<file path="src/rtl/sat_cnf_sequencer.sv">
// Formula-side driver for the CNF evaluator: streams a stored literal list
// clause by clause onto the evaluator interface and reports SAT/UNSAT.
module sat_cnf_sequencer #(
    parameter int DEPTH      = 64,
    parameter int AW         = 6,
    parameter int VAR_W      = 5,
    parameter bit EARLY_EXIT = 1'b1
) (
    input  logic               clk,
    input  logic               resetClause,
    input  logic               lit_wr_en,
    input  logic [AW-1:0]      lit_wr_addr,
    input  logic [VAR_W+1:0]   lit_wr_data,
    input  logic [AW:0]        num_lits,
    input  logic               start,
    output logic               busy,
    output logic               done,
    output logic               sat,
    output logic [VAR_W-1:0]   varPos,
    output logic               negCtrl,
    output logic               enableClause,
    output logic               clause_rst_n,
    output logic               enableCNF,
    output logic               cnf_rst_n,
    input  logic               cnf_in
);

    localparam int            LW       = VAR_W + 2;
    localparam logic [AW:0]   MAX_LITS = (AW+1)'(DEPTH);

    typedef enum logic [2:0] {
        S_IDLE,
        S_INIT,
        S_LIT,
        S_CNF,
        S_CLR,
        S_DONE
    } state_e;

    state_e             state_q, state_d;
    logic [AW:0]        ptr_q, ptr_d;
    logic [AW:0]        num_q, num_d;
    logic [AW:0]        ptr_inc;
    logic               sat_q, sat_d;
    logic               busy_q, busy_d;
    logic               done_q, done_d;
    logic [VAR_W-1:0]   var_pos_q, var_pos_d;
    logic               neg_ctrl_q, neg_ctrl_d;
    logic               enable_clause_q, enable_clause_d;
    logic               enable_cnf_q, enable_cnf_d;
    logic               clause_rst_n_q, clause_rst_n_d;
    logic               cnf_rst_n_q, cnf_rst_n_d;

    logic [LW-1:0]      mem_q [DEPTH];

    // NOTE: the literal store has no reset; it is plain storage and must survive resetClause.
    always_ff @(posedge clk) begin
        if (lit_wr_en && !busy_q) begin
            mem_q[lit_wr_addr] <= lit_wr_data;
        end
    end

    // NOTE: every variable gets a default first, so no path through the case can infer a latch.
    always_comb begin
        state_d = state_q;
        ptr_d   = ptr_q;
        num_d   = num_q;
        sat_d   = sat_q;
        ptr_inc = ptr_q + 1'b1;

        case (state_q)
            S_IDLE: begin
                if (start) begin
                    num_d   = (num_lits > MAX_LITS) ? MAX_LITS : num_lits;
                    ptr_d   = '0;
                    state_d = S_INIT;
                end
            end
            S_INIT: begin
                if (num_q != '0) begin
                    state_d = S_LIT;
                end else begin
                    state_d = S_DONE;
                    sat_d   = 1'b1;
                end
            end
            S_LIT: begin
                ptr_d = ptr_inc;
                // A final literal without eoc still closes its clause.
                if (mem_q[ptr_q[AW-1:0]][LW-1] || ptr_inc == num_q) begin
                    state_d = S_CNF;
                end
            end
            S_CNF: state_d = S_CLR;
            S_CLR: begin
                if (EARLY_EXIT && !cnf_in) begin
                    state_d = S_DONE;
                    sat_d   = 1'b0;
                end else if (ptr_q == num_q) begin
                    state_d = S_DONE;
                    sat_d   = cnf_in;
                end else begin
                    state_d = S_LIT;
                end
            end
            S_DONE:  state_d = S_IDLE;
            default: state_d = S_IDLE;
        endcase

        // Outputs are registered from the next state so they line up with that state's cycle.
        busy_d          = (state_d != S_IDLE);
        done_d          = (state_d == S_DONE);
        enable_clause_d = (state_d == S_LIT);
        enable_cnf_d    = (state_d == S_CNF);
        clause_rst_n_d  = !(state_d == S_INIT || state_d == S_CLR);
        cnf_rst_n_d     = (state_d != S_INIT);
        var_pos_d       = '0;
        neg_ctrl_d      = 1'b0;
        if (state_d == S_LIT) begin
            var_pos_d  = mem_q[ptr_d[AW-1:0]][VAR_W-1:0];
            neg_ctrl_d = mem_q[ptr_d[AW-1:0]][VAR_W];
        end
    end

    // NOTE: sequential state uses non-blocking assignments only.
    always_ff @(posedge clk or negedge resetClause) begin
        if (!resetClause) begin
            state_q         <= S_IDLE;
            ptr_q           <= '0;
            num_q           <= '0;
            sat_q           <= 1'b0;
            busy_q          <= 1'b0;
            done_q          <= 1'b0;
            var_pos_q       <= '0;
            neg_ctrl_q      <= 1'b0;
            enable_clause_q <= 1'b0;
            enable_cnf_q    <= 1'b0;
            clause_rst_n_q  <= 1'b0;
            cnf_rst_n_q     <= 1'b0;
        end else begin
            state_q         <= state_d;
            ptr_q           <= ptr_d;
            num_q           <= num_d;
            sat_q           <= sat_d;
            busy_q          <= busy_d;
            done_q          <= done_d;
            var_pos_q       <= var_pos_d;
            neg_ctrl_q      <= neg_ctrl_d;
            enable_clause_q <= enable_clause_d;
            enable_cnf_q    <= enable_cnf_d;
            clause_rst_n_q  <= clause_rst_n_d;
            cnf_rst_n_q     <= cnf_rst_n_d;
        end
    end

    assign busy         = busy_q;
    assign done         = done_q;
    assign sat          = sat_q;
    assign varPos       = var_pos_q;
    assign negCtrl      = neg_ctrl_q;
    assign enableClause = enable_clause_q;
    assign enableCNF    = enable_cnf_q;
    assign clause_rst_n = clause_rst_n_q;
    assign cnf_rst_n    = cnf_rst_n_q;

endmodule
</file>
<file path="config.mk">
export PLATFORM = sky130hd
export DESIGN_NAME = sat_cnf_sequencer
export DESIGN_NICKNAME = d
export VERILOG_FILES = /design/src/rtl/sat_cnf_sequencer.sv
export SDC_FILE = /design/constraint.sdc
export NUM_CORES = 1
export LEC_CHECK = 0
export BUFFER_PORTS_ARGS = -buffer_cell sky130_fd_sc_hd__buf_2
export CORE_ASPECT_RATIO = 1.75
export CORE_MARGIN = 5
export CORE_UTILIZATION = 62
export DETAILED_ROUTE_END_ITERATION = 16
export MAX_ROUTING_LAYER = met4
export PLACE_DENSITY = 0.77
export SLEW_MARGIN = 20
export SYNTH_ARGS = -nofsm -noshare
export SYNTH_HDL_FRONTEND = slang
export SYNTH_SLANG_ARGS = --single-unit
</file>
<file path="constraint.sdc">
create_clock -name clk -period 3 [get_ports clk]
set_clock_uncertainty 0.2 [all_clocks]
set_input_delay 0.45 -clock clk [delete_from_list [all_inputs] [get_ports clk]]
set_output_delay 0.45 -clock clk [all_outputs]
set_load 0.005 [all_outputs]
</file>
# After elaboration in Yosys (flattened, before gate mapping)
# Memories as Yosys holds them, arrays and structs flattened.
# Index checks and enable logic that the tools add are counted.
[totals]
ff_bits = 30
ram_bits = 448
input_bits = 25
out_inout_bits = 13
memories = 1
[classes]
add_sub_neg = 1
n_lt_le_gt_ge = 1
eq_ne = 15
mux = 17
reduce_logical = 13
[memory_table]
columns = ["name", "words", "width", "read_ports", "rd_ports_with_merged_regs", "write_ports", "line", "text"]
rows = [
  ["mem_q", 64, 7, 2, 0, 1, "54", "logic [LW-1:0] mem_q [DEPTH];"],
]
[op_table]
columns = ["op", "count"]
rows = [
  ["$mux W3", 5],
  ["$pmux W3 S5", 1],
  ["$eq A7 B7 Y1", 2],
  ["$mux W7", 2],
  ["$pmux W7 S2", 1],
  ["$eq A3 B2 Y1 const B", 4],
  ["$eq A3 B3 Y1 const B", 3],
  ["$add A7 B1 Y7 const B", 1],
  ["$gt A7 B7 Y1 const B", 1],
  ["$reduce_bool A7 Y1", 1],
  ["$eq A3 B1 Y1 const B", 2],
  ["$mux W1", 6],
  ["$mux W5", 1],
  ["$ne A2 B2 Y1 const B", 2],
  ["$reduce_and A2 Y1", 2],
  ["$reduce_bool A2 Y1", 2],
  ["$logic_not A3 Y1", 1],
  ["$ne A3 B1 Y1 const B", 1],
  ["$ne A3 B3 Y1 const B", 1],
  ["$reduce_and A3 Y1", 1],
  ["$reduce_bool A3 Y1", 1],
  ["$logic_not A1 Y1", 2],
  ["$logic_or A1 B1 Y1", 2],
  ["$pmux W1 S2", 1],
  ["$logic_and A1 B1 Y1", 1],
]

# Longest topological paths before layout
[depth]
depth_word = 8
mapped_depth = 13
depth_no_buf = 10

# Worst setup path before layout
# No wires, ideal clock.
[synth_path]
kind = "reg-to-reg"
start = "register state_q[2]"
end = "register neg_ctrl_q (netlist: negCtrl)"
setup_ns = 0.123
t_arrival_ns = 2.412
slack_ns = 0.265
path_stages_with_launch = 11
path_buffers = 1
synth_period_minus_slack_ns = 2.735
path_cell_list = "dfrtp_1 -> or3b_4 -> nor2_8 -> nor2_8 -> inv_4 -> buf_2 -> mux4_2 -> a21oi_1 -> nand3_1 -> nor3_1 -> nor3_1"
[synth_via]
elab_chain_len = 4
[synth_lines]
columns = ["item", "line", "text"]
rows = [
  ["start, declared", "40", "state_e state_q, state_d;"],
  ["start signal, assigned", "141", "state_q <= state_d;"],
  ["$eq A3 B2 Y1 (tied with other cells)", "71", "case (state_q)"],
  ["$pmux W7 S2 or $pmux W3 S5 (tied branches)", "71", ""],
  ["$mem_v2 Z64 W7 or $eq A3 B2 Y1 (tied branches)", "-", ""],
  ["$mux W1 *", "119", "if (state_d == S_LIT) begin"],
  ["via neg_ctrl_d", "48", "logic neg_ctrl_q, neg_ctrl_d;"],
  ["end signal, assigned", "148", "neg_ctrl_q <= neg_ctrl_d;"],
  ["end, declared", "48", ""],
]
# The timed path passes the listed nets; every way through them passes the cells marked *.
# A chain may end at the register's enable or synchronous reset.

# Worst setup path after layout
[layout_path]
start = "register state_q[0]"
end = "register var_pos_q[1] (netlist: varPos[1])"
[layout_via]
elab_chain_len = 4
[layout_lines]
columns = ["item", "line", "text"]
rows = [
  ["$eq A3 B2 Y1 (tied with other cells)", "71", ""],
  ["$pmux W7 S2 or $pmux W3 S5 (tied branches)", "71", ""],
  ["$mem_v2 Z64 W7 or $eq A3 B2 Y1 (tied branches)", "-", ""],
  ["$mux W5 *", "119", ""],
  ["via var_pos_d[1]", "47", "logic [VAR_W-1:0] var_pos_q, var_pos_d;"],
  ["end signal, assigned", "147", "var_pos_q <= var_pos_d;"],
  ["end, declared", "47", ""],
]
# Marked as above.

==> summary.md <==
| Metric | Value |
|---|---|
| Syn Nets | `1113` |
| Synth cell types | `74` |
| GRT Overall Usage | `30.9%` |
| Ys flop type | `edfxtp_1` |
| Failing checks | `negative setup slack` |
| Slack of the critical path | `-72.2 ps` |
| Hold slack | `19.9 ps` |
| First-pass detailed-route iteration total | `5` |
| GRT Residual Overflow | `0` |
| Synth warnings | `0` |
| CP Launch Type | `flip-flop` |
| Initial DRC count | `1436` |
| Relative slew margins | `27.5%` |
| Vias in the first global route | `11800` |
| Hold crit path type | `in -> reg` |
| CP Data Arrival Time | `3310 ps` |
| Worst EP required | `3240 ps` |
| Port bufs | `37` |
| Cell Int Power | `13900 uW` |
| # rows | `85` |
| Clock network power share | `27.4%` |
| Async S/R FF share, synth | `6.28%` |
| CTS Buf Count | `42` |
| Post-Syn Instances | `1087` |
| # diodes | `0` |
| CTS tree | `yes` |
| Vias per cell | `6.73` |
| Cell leakage power | `0.00780 uW` |
| Clock Path Buffers | `3` |
| Clock Latency Late Sink | `560 ps` |
| Run status | `complete, but fails checks` |
| Final hold viol count | `0` |
| Starting Density | `62.5%` |
| Initial antenna violation count | `0` |
| Wire per inst | `29.9 um` |
| Max Cap Violations | `0` |
| Critical-path maximum fanout | `7` |
| Slew @ Worst Pin | `1090 ps` |
| Post-synthesis sequential area ratio | `73.9%` |
| GP Congestion | `0.941` |
| Period utilisation layout | `102%` |
| Root Driver | `clkbuf_16` |
| Nets | `1327` |
| Htree depth | `2` |
| Mapped cell area | `19200 sq um` |
| Core footprint | `30700 sq um` |
| Vias | `11600` |
| Power per cell area | `870 nW/um^2` |
| Final Instance Count excl. Fillers | `1725` |
| Post-synth EDFFs | `448` |
| Switch share | `30.9%` |
| Final setup viols | `4` |
| Setup CP Type | `reg -> reg` |
| Drt drc | `0` |
| Fmax | `0.326 GHz` |
| WL final | `51600 um` |
| Syn_area_per_cell | `17.7 sq um` |
| Setup TNS | `-127 ps` |
| # IOs | `38` |
| Overall Power | `20100 uW` |
| Die Y | `243 um` |
| Largest net degree at the start of global routing | `65` |
| CP Capture Type | `flip-flop` |
| Switch Pwr | `6220 uW` |
| Die area | `34800 sq um` |
| Post-DP HPWL | `33200 um` |
| RSZ-0062 raised after global routing | `true` |
| Seq cells post-synth | `478` |
| Clk slew on worst S/H paths | `70 ps` |
| # placed instances | `1623` |
| Remaining antenna violation count | `0` |
| Max VDD drop | `0.712 mV` |
| Slew Viols, Final | `0` |
| Die W | `143 um` |
| Comb pwr share | `34.7%` |
| Core Util, Final | `75.1%` |
| Share of layout cells above drive strength 1 | `33.3%` |
| Flop pwr share | `37.9%` |
| Area Overhead vs Synth | `20.1%` |
| Clock Sinks | `478` |
| First-pass GRT wire length | `75600 um` |
| Crit path time final | `3070 ps` |
## cells by family (layout without fill, tap and decap cells)
family	count (synthesis)	after routing	share of synthesized area [%]
DFF	478	478	73.9
and+or+nand+nor	258	258	6.63
AOI/OAI and AO/OA	158	158	5.75
muxes	113	113	11.3
buffers and inverters	67	314	1.87
xor gates and xnor gates	12	12	0.547
adders and majority gates	1	1	0.0651
## worst max-delay path: stages, from the launching register on
cell and delay, ps:
dfrtp_2 460, buf_4 180, nor4b_4 410, buf_4 190
a211oi_2 40, a21oi_2 210, buf_4 230, a221o_1 290
a21oi_1 130, buf_4 170, nor3_2 220, buf_4 180
nor3_2 40
## state kept, by name (all words and copies together) (netlist names), 3 cells and up
register and count:
mem_q 448, num_q 7, ptr_q 7, state_q 3, varPos 5
## routing by layer
layer  up-vias  track usage (%)  wire, um
li1       4787                -         -
met1      5858             36.3     17000
met2       748             50.8     26900
met3       210             5.51      4240
met4         0             16.2      3490
met5         -                -         0
## what timing repair did
action | 4_1_cts | 5_1_grt
gates resized for setup | 52 | 38
pin swaps | 5 | 11
endpoints found under the hold margin | 41 | 0
endpoints found under the setup margin | 6 | 6
hold buffers | 9 | 0
gates cloned | 3 | 0
setup buffers | 6 | 7
## layout make-up
class | instances | area, sq um
Timing Repair Buffer | 228 | 1930
Tap cell | 391 | 489
Sequential cell | 478 | 14200
Multi-Input combinational cell | 542 | 5000
Clock buffer | 55 | 1190
Fill cell | 1637 | 7640
Inverter | 9 | 51.3
Clock inverter | 22 | 225
## synth_stat cells, types with 3 or more instances
library cell	n	area share [%]
nand3_1	26	0.68
dfrtp_1	30	3.9
a221oi_1	6	0.27
or3_1	4	0.13
nor2_1	82	1.6
xnor2_1	7	0.32
a22oi_1	18	0.70
nand4_1	3	0.098
clkbuf_1	20	0.39
nand3b_1	5	0.20
mux4_2	82	9.6
o211ai_1	4	0.16
edfxtp_1	448	70
and2_1	3	0.098
a211o_1	3	0.14
a2111oi_0	3	0.14
a211oi_1	11	0.43
o21ai_0	14	0.36
xor2_1	5	0.23
nor3_1	13	0.34
nand2b_1	8	0.26
buf_2	24	0.62
mux2_2	4	0.23
a221o_1	10	0.52
nor4_1	6	0.20
mux2i_1	26	1.4
nor2b_1	4	0.13
o21a_1	4	0.16
nand2_1	80	1.6
a32o_1	6	0.31
a22o_1	6	0.27
buf_4	8	0.31
inv_1	5	0.098
buf_6	5	0.29
and3b_1	3	0.14
a21oi_1	52	1.4
## layout by cell type, fill, tap and decap left out, types with 8 or more instances in the layout
cell type / netlist / routed
nor3_2: 1 / 10
a211oi_1: 11 / 8
dfrtp_1: 30 / 29
a22oi_1: 18 / 10
buf_12: 0 / 12
clkbuf_16: 0 / 45
dlygate4sd3_1: 0 / 9
buf_2: 24 / 37
a22oi_2: 0 / 8
nand2_1: 80 / 80
clkinv_2: 0 / 9
nor2_1: 82 / 80
a21oi_2: 0 / 9
a221o_1: 10 / 10
buf_4: 8 / 156
nand2b_1: 8 / 8
mux4_2: 82 / 82
edfxtp_1: 448 / 448
a21oi_1: 52 / 42
mux2i_1: 26 / 26
o21ai_0: 14 / 14
nand3_1: 26 / 23
## through the flow
step                      instance area [sq um]  setup slack [ps]
after CTS                                 22800             -5.07
after global routing                      23100             -87.3
final                                     23100             -72.2
after global placement                    21000              -296
after detailed placement                  21000              -301
after floorplan                           19200               265
## power by group through the flow
stage / Clock [uW] / Sequential, uW / Combinational (uW)
after floorplan: 0 / 7690 / 3710
after global placement: 0 / 7730 / 5830
after detailed placement: 0 / 7740 / 5940
after CTS: 5540 / 7600 / 6630
after global routing: 5840 / 7620 / 7280
final: 5510 / 7610 / 6980
## worst paths after layout
kind	depth (start not counted)	start	slack [ps]	endpoint
max	12	state_q[0]	-70	varPos[1]
min in group asynchronous	2	resetClause	300	clause_rst_n
max reg2reg	12	state_q[0]	-70	varPos[1]
min reg2reg	1	sat	300	sat
min	3	start	20	clause_rst_n
max in group asynchronous	2	resetClause	1790	state_q[0]
(Power assumes the default switching activity.)
